**src/rtl/window_stream_gen_pkg.sv**
```systemverilog
// Shared types for the sliding-window stream generator: FSM state and stride encoding.
package window_stream_gen_pkg;

  typedef enum logic [1:0] {
    ST_IDLE  = 2'd0,
    ST_RUN   = 2'd1,
    ST_DRAIN = 2'd2
  } state_e;

  typedef enum logic {
    STRIDE_1 = 1'b0,
    STRIDE_2 = 1'b1
  } stride_e;

  function automatic logic [1:0] stride_step(input stride_e s);
    return (s == STRIDE_2) ? 2'd2 : 2'd1;
  endfunction

endpackage

```
**src/rtl/win_line_buffer.sv**
```systemverilog
// One row of pixel history: one address per cycle, old word read out while the new one is written.
module win_line_buffer
  import window_stream_gen_pkg::*;
#(
  parameter int PIX_W    = 8,
  parameter int MAX_COLS = 64,
  parameter int AW       = (MAX_COLS > 1) ? $clog2(MAX_COLS) : 1
) (
  input  logic             clk,
  input  logic             en,
  input  logic [AW-1:0]    addr,
  input  logic [PIX_W-1:0] wdata,
  output logic [PIX_W-1:0] rdata
);

  logic [PIX_W-1:0] mem_r [MAX_COLS];

  // write port; contents need no reset
  always_ff @(posedge clk) begin
    if (en) begin
      mem_r[addr] <= wdata;
    end
  end

  assign rdata = mem_r[addr];

endmodule

```
**src/rtl/window_stream_gen.sv**
```systemverilog
// Raster pixel stream in, KSIZE x KSIZE windows out (stride 1 or 2), one-deep output register.
module window_stream_gen
  import window_stream_gen_pkg::*;
#(
  parameter int PIX_W    = 8,
  parameter int KSIZE    = 3,
  parameter int MAX_COLS = 64,
  parameter int DIM_W    = 8
) (
  input  logic                         clk,
  input  logic                         reset_n,
  input  logic                         start,
  input  logic [DIM_W-1:0]             col_size,
  input  logic [DIM_W-1:0]             row_size,
  input  logic [7:0]                   num_layers,
  input  logic                         stride2en,
  input  logic [PIX_W-1:0]             s_pix,
  input  logic                         s_valid,
  output logic                         s_ready,
  output logic [KSIZE*KSIZE*PIX_W-1:0] m_window,
  output logic                         m_valid,
  input  logic                         m_ready,
  output logic                         m_last,
  output logic                         busy,
  output logic                         done,
  output logic                         cfg_err
);

  localparam int AW    = (MAX_COLS > 1) ? $clog2(MAX_COLS) : 1;
  localparam int WIN_W = KSIZE * KSIZE * PIX_W;
  localparam logic [DIM_W:0]   K_D    = (DIM_W+1)'(KSIZE);
  localparam logic [DIM_W:0]   KM1_D  = (DIM_W+1)'(KSIZE - 1);
  localparam logic [DIM_W:0]   MAXC_D = (DIM_W+1)'(MAX_COLS);
  localparam logic [DIM_W-1:0] ONE_D  = DIM_W'(1);

  state_e            state_r, state_next_s;
  logic [DIM_W-1:0]  col_size_r, row_size_r, col_r, row_r;
  logic [7:0]        layers_r, layer_r;
  stride_e           stride_r;
  logic [PIX_W-1:0]  win_r      [KSIZE][KSIZE];
  logic [PIX_W-1:0]  win_next_s [KSIZE][KSIZE];
  logic [PIX_W-1:0]  lb_rdata_s [KSIZE-1];
  logic [PIX_W-1:0]  lb_wdata_s [KSIZE-1];
  logic [WIN_W-1:0]  win_packed_s, m_window_r;
  logic              m_valid_r, m_last_r, busy_r, done_r, cfg_err_r;
  logic              done_s, cfg_err_s;
  logic              cfg_ok_s, s_ready_s, accept_s;
  logic              col_end_s, row_end_s, layer_end_s;
  logic              emit_s, last_s, par_ok_s;
  logic [DIM_W:0]    step_s;

  assign cfg_ok_s    = ({1'b0, col_size} >= K_D) && ({1'b0, col_size} <= MAXC_D) &&
                       ({1'b0, row_size} >= K_D) && (num_layers != 8'd0);
  assign s_ready_s   = (state_r == ST_RUN) && (!m_valid_r || m_ready);
  assign accept_s    = s_valid && s_ready_s;
  assign col_end_s   = (col_r == col_size_r - ONE_D);
  assign row_end_s   = (row_r == row_size_r - ONE_D);
  assign layer_end_s = (layer_r == layers_r - 8'd1);
  assign step_s      = (DIM_W+1)'(stride_step(stride_r));

  // stride 2 keeps only windows whose offset from the first valid position is even
  assign par_ok_s = (stride_r == STRIDE_1) ||
                    ((row_r[0] == KM1_D[0]) && (col_r[0] == KM1_D[0]));
  assign emit_s   = ({1'b0, row_r} >= KM1_D) && ({1'b0, col_r} >= KM1_D) && par_ok_s;
  assign last_s   = ({1'b0, row_r} + step_s >= {1'b0, row_size_r}) &&
                    ({1'b0, col_r} + step_s >= {1'b0, col_size_r});

  genvar g;
  for (g = 0; g < KSIZE - 1; g++) begin : g_lb
    if (g == 0) begin : g_first
      assign lb_wdata_s[g] = s_pix;
    end else begin : g_chain
      assign lb_wdata_s[g] = lb_rdata_s[g-1];
    end
    win_line_buffer #(.PIX_W(PIX_W), .MAX_COLS(MAX_COLS), .AW(AW)) u_lb (
      .clk   (clk),
      .en    (accept_s),
      .addr  (AW'(col_r)),
      .wdata (lb_wdata_s[g]),
      .rdata (lb_rdata_s[g])
    );
  end

  // shift window left and insert the new column (oldest row from the deepest buffer)
  always_comb begin
    win_next_s = win_r;
    for (int i = 0; i < KSIZE; i++) begin
      for (int j = 0; j < KSIZE - 1; j++) begin
        win_next_s[i][j] = win_r[i][j+1];
      end
    end
    for (int i = 0; i < KSIZE - 1; i++) begin
      win_next_s[i][KSIZE-1] = lb_rdata_s[KSIZE-2-i];
    end
    win_next_s[KSIZE-1][KSIZE-1] = s_pix;
  end

  // flatten the next window into the output packing
  always_comb begin
    win_packed_s = '0;
    for (int i = 0; i < KSIZE; i++) begin
      for (int j = 0; j < KSIZE; j++) begin
        win_packed_s[(i*KSIZE+j)*PIX_W +: PIX_W] = win_next_s[i][j];
      end
    end
  end

  // window shift register
  always_ff @(posedge clk) begin
    if (accept_s) begin
      win_r <= win_next_s;
    end
  end

  // FSM state register
  always_ff @(posedge clk) begin
    if (!reset_n) begin
      state_r <= ST_IDLE;
    end else begin
      state_r <= state_next_s;
    end
  end

  // FSM next-state logic
  always_comb begin
    state_next_s = state_r;
    case (state_r)
      ST_IDLE: begin
        if (start && cfg_ok_s) state_next_s = ST_RUN;
        else                   state_next_s = ST_IDLE;
      end
      ST_RUN: begin
        if (accept_s && col_end_s && row_end_s && layer_end_s) state_next_s = ST_DRAIN;
        else                                                   state_next_s = ST_RUN;
      end
      ST_DRAIN: begin
        if (!m_valid_r) state_next_s = ST_IDLE;
        else            state_next_s = ST_DRAIN;
      end
      default: state_next_s = ST_IDLE;
    endcase
  end

  // FSM output decode
  always_comb begin
    done_s    = 1'b0;
    cfg_err_s = 1'b0;
    case (state_r)
      ST_IDLE: begin
        if (start && !cfg_ok_s) cfg_err_s = 1'b1;
        else                    cfg_err_s = 1'b0;
      end
      ST_RUN: begin
        done_s = 1'b0;
      end
      ST_DRAIN: begin
        if (!m_valid_r) done_s = 1'b1;
        else            done_s = 1'b0;
      end
      default: begin
        done_s    = 1'b0;
        cfg_err_s = 1'b0;
      end
    endcase
  end

  // status flags
  always_ff @(posedge clk) begin
    if (!reset_n) begin
      busy_r    <= 1'b0;
      done_r    <= 1'b0;
      cfg_err_r <= 1'b0;
    end else begin
      busy_r    <= (state_next_s != ST_IDLE);
      done_r    <= done_s;
      cfg_err_r <= cfg_err_s;
    end
  end

  // job configuration and raster position counters
  always_ff @(posedge clk) begin
    if (!reset_n) begin
      col_size_r <= '0;
      row_size_r <= '0;
      layers_r   <= 8'd0;
      stride_r   <= STRIDE_1;
      col_r      <= '0;
      row_r      <= '0;
      layer_r    <= 8'd0;
    end else if ((state_r == ST_IDLE) && start && cfg_ok_s) begin
      col_size_r <= col_size;
      row_size_r <= row_size;
      layers_r   <= num_layers;
      stride_r   <= stride2en ? STRIDE_2 : STRIDE_1;
      col_r      <= '0;
      row_r      <= '0;
      layer_r    <= 8'd0;
    end else if (accept_s) begin
      if (col_end_s) begin
        col_r <= '0;
        if (row_end_s) begin
          row_r   <= '0;
          layer_r <= layer_r + 8'd1;
        end else begin
          row_r <= row_r + ONE_D;
        end
      end else begin
        col_r <= col_r + ONE_D;
      end
    end
  end

  // output register: a new window may replace one being consumed in the same cycle
  always_ff @(posedge clk) begin
    if (!reset_n) begin
      m_window_r <= '0;
      m_valid_r  <= 1'b0;
      m_last_r   <= 1'b0;
    end else if (accept_s && emit_s) begin
      m_window_r <= win_packed_s;
      m_valid_r  <= 1'b1;
      m_last_r   <= last_s;
    end else if (m_ready) begin
      m_valid_r <= 1'b0;
      m_last_r  <= 1'b0;
    end
  end

  assign s_ready  = s_ready_s;
  assign m_window = m_window_r;
  assign m_valid  = m_valid_r;
  assign m_last   = m_last_r;
  assign busy     = busy_r;
  assign done     = done_r;
  assign cfg_err  = cfg_err_r;

endmodule

```
**config.mk**
```make
export PLATFORM = sky130hd
export DESIGN_NAME = window_stream_gen
export DESIGN_NICKNAME = d
export VERILOG_FILES = /design/src/rtl/window_stream_gen_pkg.sv /design/src/rtl/win_line_buffer.sv /design/src/rtl/window_stream_gen.sv
export SDC_FILE = /design/constraint.sdc
export NUM_CORES = 1
export LEC_CHECK = 0
export ABC_AREA = 0
export ABC_CLOCK_PERIOD_IN_PS = 10000
export CELL_PAD_IN_SITES_DETAIL_PLACEMENT = 2
export CELL_PAD_IN_SITES_GLOBAL_PLACEMENT = 2
export CORE_MARGIN = 1.5
export CORE_UTILIZATION = 51
export DETAILED_ROUTE_END_ITERATION = 6
export GPL_TIMING_DRIVEN = 0
export HOLD_SLACK_MARGIN = 0.1
export PLACE_DENSITY = 0.86
export SYNTH_ARGS = -nofsm -noshare
export SYNTH_HDL_FRONTEND = slang
export SYNTH_SLANG_ARGS = --single-unit
```
**constraint.sdc**
```tcl
create_clock -name clk -period 10 [get_ports clk]
set_input_delay 2 -clock clk [delete_from_list [all_inputs] [get_ports clk]]
set_output_delay 2 -clock clk [all_outputs]
set_load 0.01 [all_outputs]
```
==> results of run 1 <==
[sequential cells by signal, summed over array words and instances (netlist names), 2 cells and up, named ones only]
signal	cells
row_r	8
win_next_s	48
col_r	8
layer_r	8
g_lb.u_lb.mem_r	1024
m_window	72
layers_r	8
col_size_r	8
row_size_r	8
state_r	2
[cell usage after synthesis, types with 9 or more instances]
library cell / count / area share (%)
a221oi_1: 10 / 0.18
o21ai_0: 42 / 0.44
xor2_1: 26 / 0.48
nand3_1: 16 / 0.17
a22o_1: 16 / 0.29
mux2i_1: 116 / 2.4
edfxtp_1: 1072 / 68
nand4_1: 16 / 0.21
nor2b_1: 23 / 0.30
dfxtp_1: 134 / 5.6
nand2b_1: 13 / 0.17
nor2_1: 120 / 0.95
xnor2_1: 30 / 0.55
a21o_1: 18 / 0.28
buf_1: 10 / 0.079
inv_1: 25 / 0.20
buf_6: 10 / 0.24
a21oi_1: 23 / 0.24
a211oi_1: 13 / 0.21
o21ai_1: 11 / 0.12
ha_1: 26 / 0.68
nand2_1: 230 / 1.8
mux4_2: 224 / 11
a21boi_0: 81 / 1.3
buf_2: 41 / 0.43
nor3_1: 14 / 0.15
clkbuf_1: 81 / 0.64
o22ai_1: 9 / 0.12
nor4_1: 13 / 0.17
a22oi_1: 57 / 0.90
buf_4: 19 / 0.30
[cells by family after synthesis]
kind of cell	Yosys count
xor gates and xnor gates	56
adders and majority gates	28
muxes	347
DFF	1206
AOI/OAI and AO/OA	338
and+or+nand+nor	488
buffers and inverters	189
[per-stage QoR]
stage / setup slack (ns) / utilization [%] / cells / hold slack, ns
after floorplan: 4.26 / - / 2652 / 0.426
after global placement: 1.17 / 54.6 / 4010 / 0.433
after detailed placement: 3.61 / 56.1 / 4078 / 0.454
after CTS: 4.00 / 60.5 / 4300 / 0.459
after global routing: 3.81 / 60.5 / 4303 / 0.462
final: 3.65 / 60.5 / 4309 / 0.467
[final cells by class]
cell class / count / area [µm²]
flip-flops and latches: 1206 / 34900
well taps: 1243 / 1560
clock buffers: 151 / 3250
clock inverters: 71 / 738
inverters: 27 / 101
multi-input cells: 1257 / 12000
repair buffers: 185 / 2360
plain buffers: 162 / 808
fillers: 7422 / 36400
diodes: 7 / 17.5
[power by group through the flow]
stage | logic, mW | registers, mW | clock network (mW)
after floorplan | 0.130 | 5.59 | 0
after global placement | 0.239 | 5.60 | 0
after detailed placement | 0.291 | 5.59 | 0
after CTS | 0.309 | 5.48 | 4.86
after global routing | 0.322 | 5.48 | 4.98
final | 0.320 | 5.48 | 4.88
[how the worst min path moves through the flow]
stage | startpoint | endpoint | cells past startpoint
floorplan | win_next_s[8] | win_next_s[16] | 0
global placement | win_next_s[37] | win_next_s[45] | 0
detailed placement | win_next_s[57] | win_next_s[65] | 0
CTS | win_next_s[35] | win_next_s[43] | 0
global route | win_next_s[35] | win_next_s[43] | 0
finish | win_next_s[15] | win_next_s[23] | 0
[worst reg2reg max path, delay by kind of cell, from the launching register on]
kind                   cells  cell delay, ns
buffers and inverters      4            2.36
AND/OR/NAND/NOR            4            1.73
AO/OA/AOI/OAI              2            0.70
flip-flops                 1            0.36
[metal layers]
metal	GRT usage, %	part of all wire, %	vias to the layer above
li1	-	-	11100
met3	11.7	12	793
met5	0	0.034	-
met2	68.4	46	3017
met1	56.1	35	16400
met4	24.3	7.0	10
==> results.sh, run 1 <==
export IMPL_outcome="finished with violations"
export IMPL_violations="DRC, capacitance limit, slew limit"
export IMPL_worstMarginPinSlew_ns=1.50
export IMPL_power_frac_clock_pct=45.7
export IMPL_critical_path_slowest_cell="nor2_2"
export IMPL_fin_worst_skew_ns=0.0583
export IMPL_clk_latency_ns=0.76
export IMPL_p_leak_nw=17.4
export IMPL_post_synth_and_or_nand_nor_area_fraction_pct=4.63
export IMPL_p_per_area_nw_per_um2=192
export IMPL_syn_nets=2718
export IMPL_yosys_warnings=0
export IMPL_cts_root_buf="clkbuf_16"
export IMPL_cp_start_kind="input pin"
export IMPL_rsz0062_at_grt="no"
export IMPL_r2r_end="g_lb[1].u_lb.mem_r[29][4]"
export IMPL_critPathCapture="g_lb[0].u_lb.mem_r[43][6]"
export IMPL_cp_slowest_stage_delay_ns=1.25
export IMPL_initial_core_util_pct=51.7
export IMPL_synth_xor_area_share_pct=1.03
export IMPL_synth_compound_area_share_pct=5.17
export IMPL_switching_power_mw=2.49
export IMPL_synth_edf_count=1072
export IMPL_die_area_um2=95100
export IMPL_reg2reg_depth=10
export IMPL_comb_power_share_pct=3.0
export IMPL_tritoncts="done"
export IMPL_cts_setup_buffers=0
export IMPL_synth_seq_cells=1206
export IMPL_final_cell_mix="edfxtp_1, nand2_1, mux4_2"
export IMPL_overflow=0
export IMPL_end_kind="flip-flop"
export IMPL_cp_top_family="simple AND/OR/NAND/NOR gates"
export IMPL_setup_tns_final_ns=0
export IMPL_drive_gt1_share_pct=21.2
export IMPL_max_cap_violations=1
export IMPL_setup_viol=0
export IMPL_routed_wl_um=206000
export IMPL_cp_max_fo=17
export IMPL_clock_tree_buffer_depth=3
export IMPL_ys_types=76
export IMPL_track_usage_pct=43.8
export IMPL_hold_viol=0
export IMPL_power_total_mw=10.7
export IMPL_fin_crit_ns=6.35
export IMPL_post_drt_wl_per_cell_um=47.7
export IMPL_cp_num_cells=8
export IMPL_swShare_pct=23.3
export IMPL_cts_buffers_inserted=121
export IMPL_vias=31300
export IMPL_mostFrequentLayoutCell="edfxtp_1"
export IMPL_place_gp_congestion=0.891
export IMPL_cts_num_sinks=1206
export IMPL_fin_area_um2=55700
export IMPL_crit_arrival_ns=6.71
export IMPL_grt_pass1_vias=32200
export IMPL_fin_nets=3026
export IMPL_dpl_hpwl_um=120000
export IMPL_p_seq_share_pct=51.3
export IMPL_synth_top_family_by_area="multiplexers"
export IMPL_fin_crit_sh_pct=63.5
export IMPL_internal_power_mw=8.19
export IMPL_ys_seq_area_share_pct=73.3
export IMPL_drc_errors=1
export IMPL_htreeDepth=3
export IMPL_area_growth_pct=17.1
export IMPL_place_area_um2=51700
export IMPL_fp_row_count=111
export IMPL_cp_num_buf_inv=3
export IMPL_synth_mux_area_share_pct=13.2
export IMPL_die_w_um=308
export IMPL_synthCells=2652
export IMPL_crit_chain="clkdlybuf4s50_1 > nand2b_1 > and3_1 > clkbuf_1 > buf_2 > nor2b_1 > nand3_1 > nor2_2"
export IMPL_io_buffers=115
export IMPL_drt_iter0_markers=5097
export IMPL_drt_pass1_iter_count=7
export IMPL_worst_hold_path_type="flip-flop to flip-flop"
export IMPL_holdBufCountCts=0
export IMPL_worst_r2r_setup_slack_ns=4.55
export IMPL_chipHeight_um=308
export IMPL_clkTransAtPathRegs_ns=0.07
export IMPL_ir_drop_v=0.000176
export IMPL_antenna_found_initial=14
export IMPL_netlist_area_um2=47600
export IMPL_crit_type="input pin to flip-flop"
export IMPL_cp_required_ns=10.36
export IMPL_worstSetupStartpoint="m_ready"
export IMPL_slew_headroom_pct=-0.225
export IMPL_grt_first_pass_wirelength_um=281000
export IMPL_synth_adder_area_share_pct=0.768
export IMPL_ant_nets=0
export IMPL_viasPerCell=7.27
export IMPL_avgSynthCellArea_um2=17.9
export IMPL_grt_max_degree=56
export IMPL_postCtsResizedCells=0
export IMPL_core_area_um2=92100
export IMPL_max_freq_mhz=157
export IMPL_io_pin_count=116
export IMPL_async_flop_share_pct=0
export IMPL_slew_viol_final=10
export IMPL_synth_ff_type="edfxtp_1"
No activity file was read; power rests on OpenSTA's default activity.
==> run 2, diff against run 1 <==
- ABC_CLOCK_PERIOD_IN_PS: 10000 -> 5400
- CORE_UTILIZATION: 51 -> 43
- PLACE_DENSITY: 0.86 -> 0.77
- clock period: 10 -> 5.4 ns (I/O delays scaled with it)
==> run 2 against run 1 <==
  * The flow now finishes without violations
  * Clock-buffer cell count increased by 30
  * Global-route usage fell by 13 points
  * Sequential share of layout area fell by 0.32 points
  * Highest routed layer unchanged
  * First-iteration DRC count fell by 31%
  * Routed wire length shrank 17%
  * Power up 82%
  * Sequential power grew 86%
==> results.sh, run 2 (synthesized netlist as in run 1, its figures left out) <==
export IMPL_worst_r2r_setup_slack_ns=0.24
export IMPL_fin_crit_ns=5.16
export IMPL_fin_crit_sh_pct=95.6
export IMPL_overflow=0
export IMPL_antenna_found_initial=1
export IMPL_tritoncts="done"
export IMPL_end_kind="flip-flop"
export IMPL_max_cap_violations=0
export IMPL_io_buffers=115
export IMPL_initial_core_util_pct=43.5
export IMPL_crit_chain="buf_2 > buf_4 > buf_2 > buf_2 > buf_2 > mux4_2 > mux2i_1 > nand2_1 > nand3_1 > nand2_2 > buf_12"
export IMPL_drt_iter0_markers=3501
export IMPL_vias=28300
export IMPL_nFillCells=9651
export IMPL_p_leak_nw=17.4
export IMPL_crit_type="flip-flop to flip-flop"
export IMPL_fin_worst_skew_ns=0.0356
export IMPL_rsz0062_at_grt="no"
export IMPL_largest_reg_flops=1024
export IMPL_holdBufCountCts=0
export IMPL_die_w_um=336
export IMPL_reg2reg_depth=11
export IMPL_grt_first_pass_wirelength_um=238000
export IMPL_cts_setup_buffers=0
export IMPL_mostFrequentLayoutCell="edfxtp_1"
export IMPL_cp_required_ns=5.83
export IMPL_cts_root_buf="clkbuf_16"
export IMPL_drt_pass1_iter_count=5
export IMPL_htreeDepth=4
export IMPL_fp_row_count=121
export IMPL_n_antenna_cell=0
export IMPL_cp_slowest_stage_delay_ns=0.54
export IMPL_critPathCapture="g_lb[1].u_lb.mem_r[46][4]"
export IMPL_chipHeight_um=336
export IMPL_setup_tns_final_ns=0
export IMPL_slew_headroom_pct=5.59
export IMPL_drc_errors=0
export IMPL_grt_pass1_vias=30300
export IMPL_whs_ns=0.457
export IMPL_core_area_um2=109000
export IMPL_track_usage_pct=30.5
export IMPL_cts_num_sinks=1206
export IMPL_max_freq_mhz=194
export IMPL_area_growth_pct=17.7
export IMPL_place_gp_congestion=0.889
export IMPL_clock_tree_buffer_depth=3
export IMPL_min_from="win_next_s[39]"
export IMPL_cp_top_family="buffers and inverters"
export IMPL_p_per_area_nw_per_um2=346
export IMPL_critical_path_slowest_cell="buf_2"
export IMPL_crit_arrival_ns=5.60
export IMPL_viasPerCell=6.22
export IMPL_cp_num_buf_inv=6
export IMPL_cp_num_cells=11
export IMPL_ant_nets=0
export IMPL_cts_buffers_inserted=132
export IMPL_clkTransAtPathRegs_ns=0.06
export IMPL_grt_max_degree=42
export IMPL_outcome="finished, final reports clean"
export IMPL_final_cell_mix="edfxtp_1, nand2_1, mux4_2"
export IMPL_fin_nets=3039
export IMPL_post_drt_wl_per_cell_um=37.4
export IMPL_top_register="g_lb.u_lb.mem_r"
export IMPL_routed_wl_um=170000
export IMPL_postCtsResizedCells=0
export IMPL_die_area_um2=113000
export IMPL_dpl_hpwl_um=112000
export IMPL_ir_drop_v=0.000245
export IMPL_io_pin_count=116
export IMPL_worstMarginPinSlew_ns=1.42
export IMPL_cpMostUsedCell="buf_2"
export IMPL_cp_start_kind="flip-flop"
export IMPL_drive_gt1_share_pct=20.9
export IMPL_power_total_mw=19.4
export IMPL_r2r_end="g_lb[1].u_lb.mem_r[46][4]"
export IMPL_clk_latency_ns=0.76
export IMPL_cp_max_fo=40
export IMPL_hold_viol=0
export IMPL_worst_hold_path_type="flip-flop to flip-flop"
export IMPL_setup_viol=0
export IMPL_slew_viol_final=0
## run 2: worst min path at each step
stage / end / slack [ns] / cells after the start
after floorplan: win_next_s[16] / 0.43 / 0
after global placement: win_next_s[45] / 0.43 / 0
after detailed placement: win_next_s[45] / 0.44 / 0
after CTS: win_next_s[22] / 0.45 / 0
after global routing: win_next_s[22] / 0.47 / 0
final: win_next_s[47] / 0.46 / 0
## run 2: per-layer routing
layer | track usage, % | vias up | part of all wire (%)
li1 | - | 11200 | -
met1 | 39.8 | 15100 | 39
met2 | 50.1 | 1580 | 49
met3 | 5.23 | 366 | 7.6
met4 | 13.5 | 2 | 4.6
met5 | 0 | - | 0.0053
## run 2: report_power, final
part | internal, mW | leakage [nW] | switching, mW
registers | 10.1 | 10.7 | 0.0157
logic | 0.183 | 4.72 | 0.360
clock network | 4.87 | 1.94 | 3.83
total | 15.2 | 17.4 | 4.21
## run 2: cell type report
type / count / area [µm²] / area share, %
Buffer: 162 / 808 / 1.44
Clock buffer: 181 / 3620 / 6.47
Clock inverter: 49 / 335 / 0.599
Inverter: 27 / 101 / 0.181
Multi-Input combinational cell: 1257 / 12000 / 21.5
Sequential cell: 1206 / 34900 / 62.3
Tap cell: 1476 / 1850 / 3.30
Timing Repair Buffer: 187 / 2400 / 4.29
## run 2: metrics by stage
stage | instances | cell area (µm²) | setup WS (ns) | utilization, %
after CTS | 4545 | 56000 | 0.383 | 51.2
after global placement | 4243 | 50600 | -2.58 | 46.3
after floorplan | 2652 | 47600 | 0.578 | -
final | 4545 | 56000 | 0.237 | 51.2
after global routing | 4545 | 56000 | 0.254 | 51.2
after detailed placement | 4315 | 52100 | 0.187 | 47.6
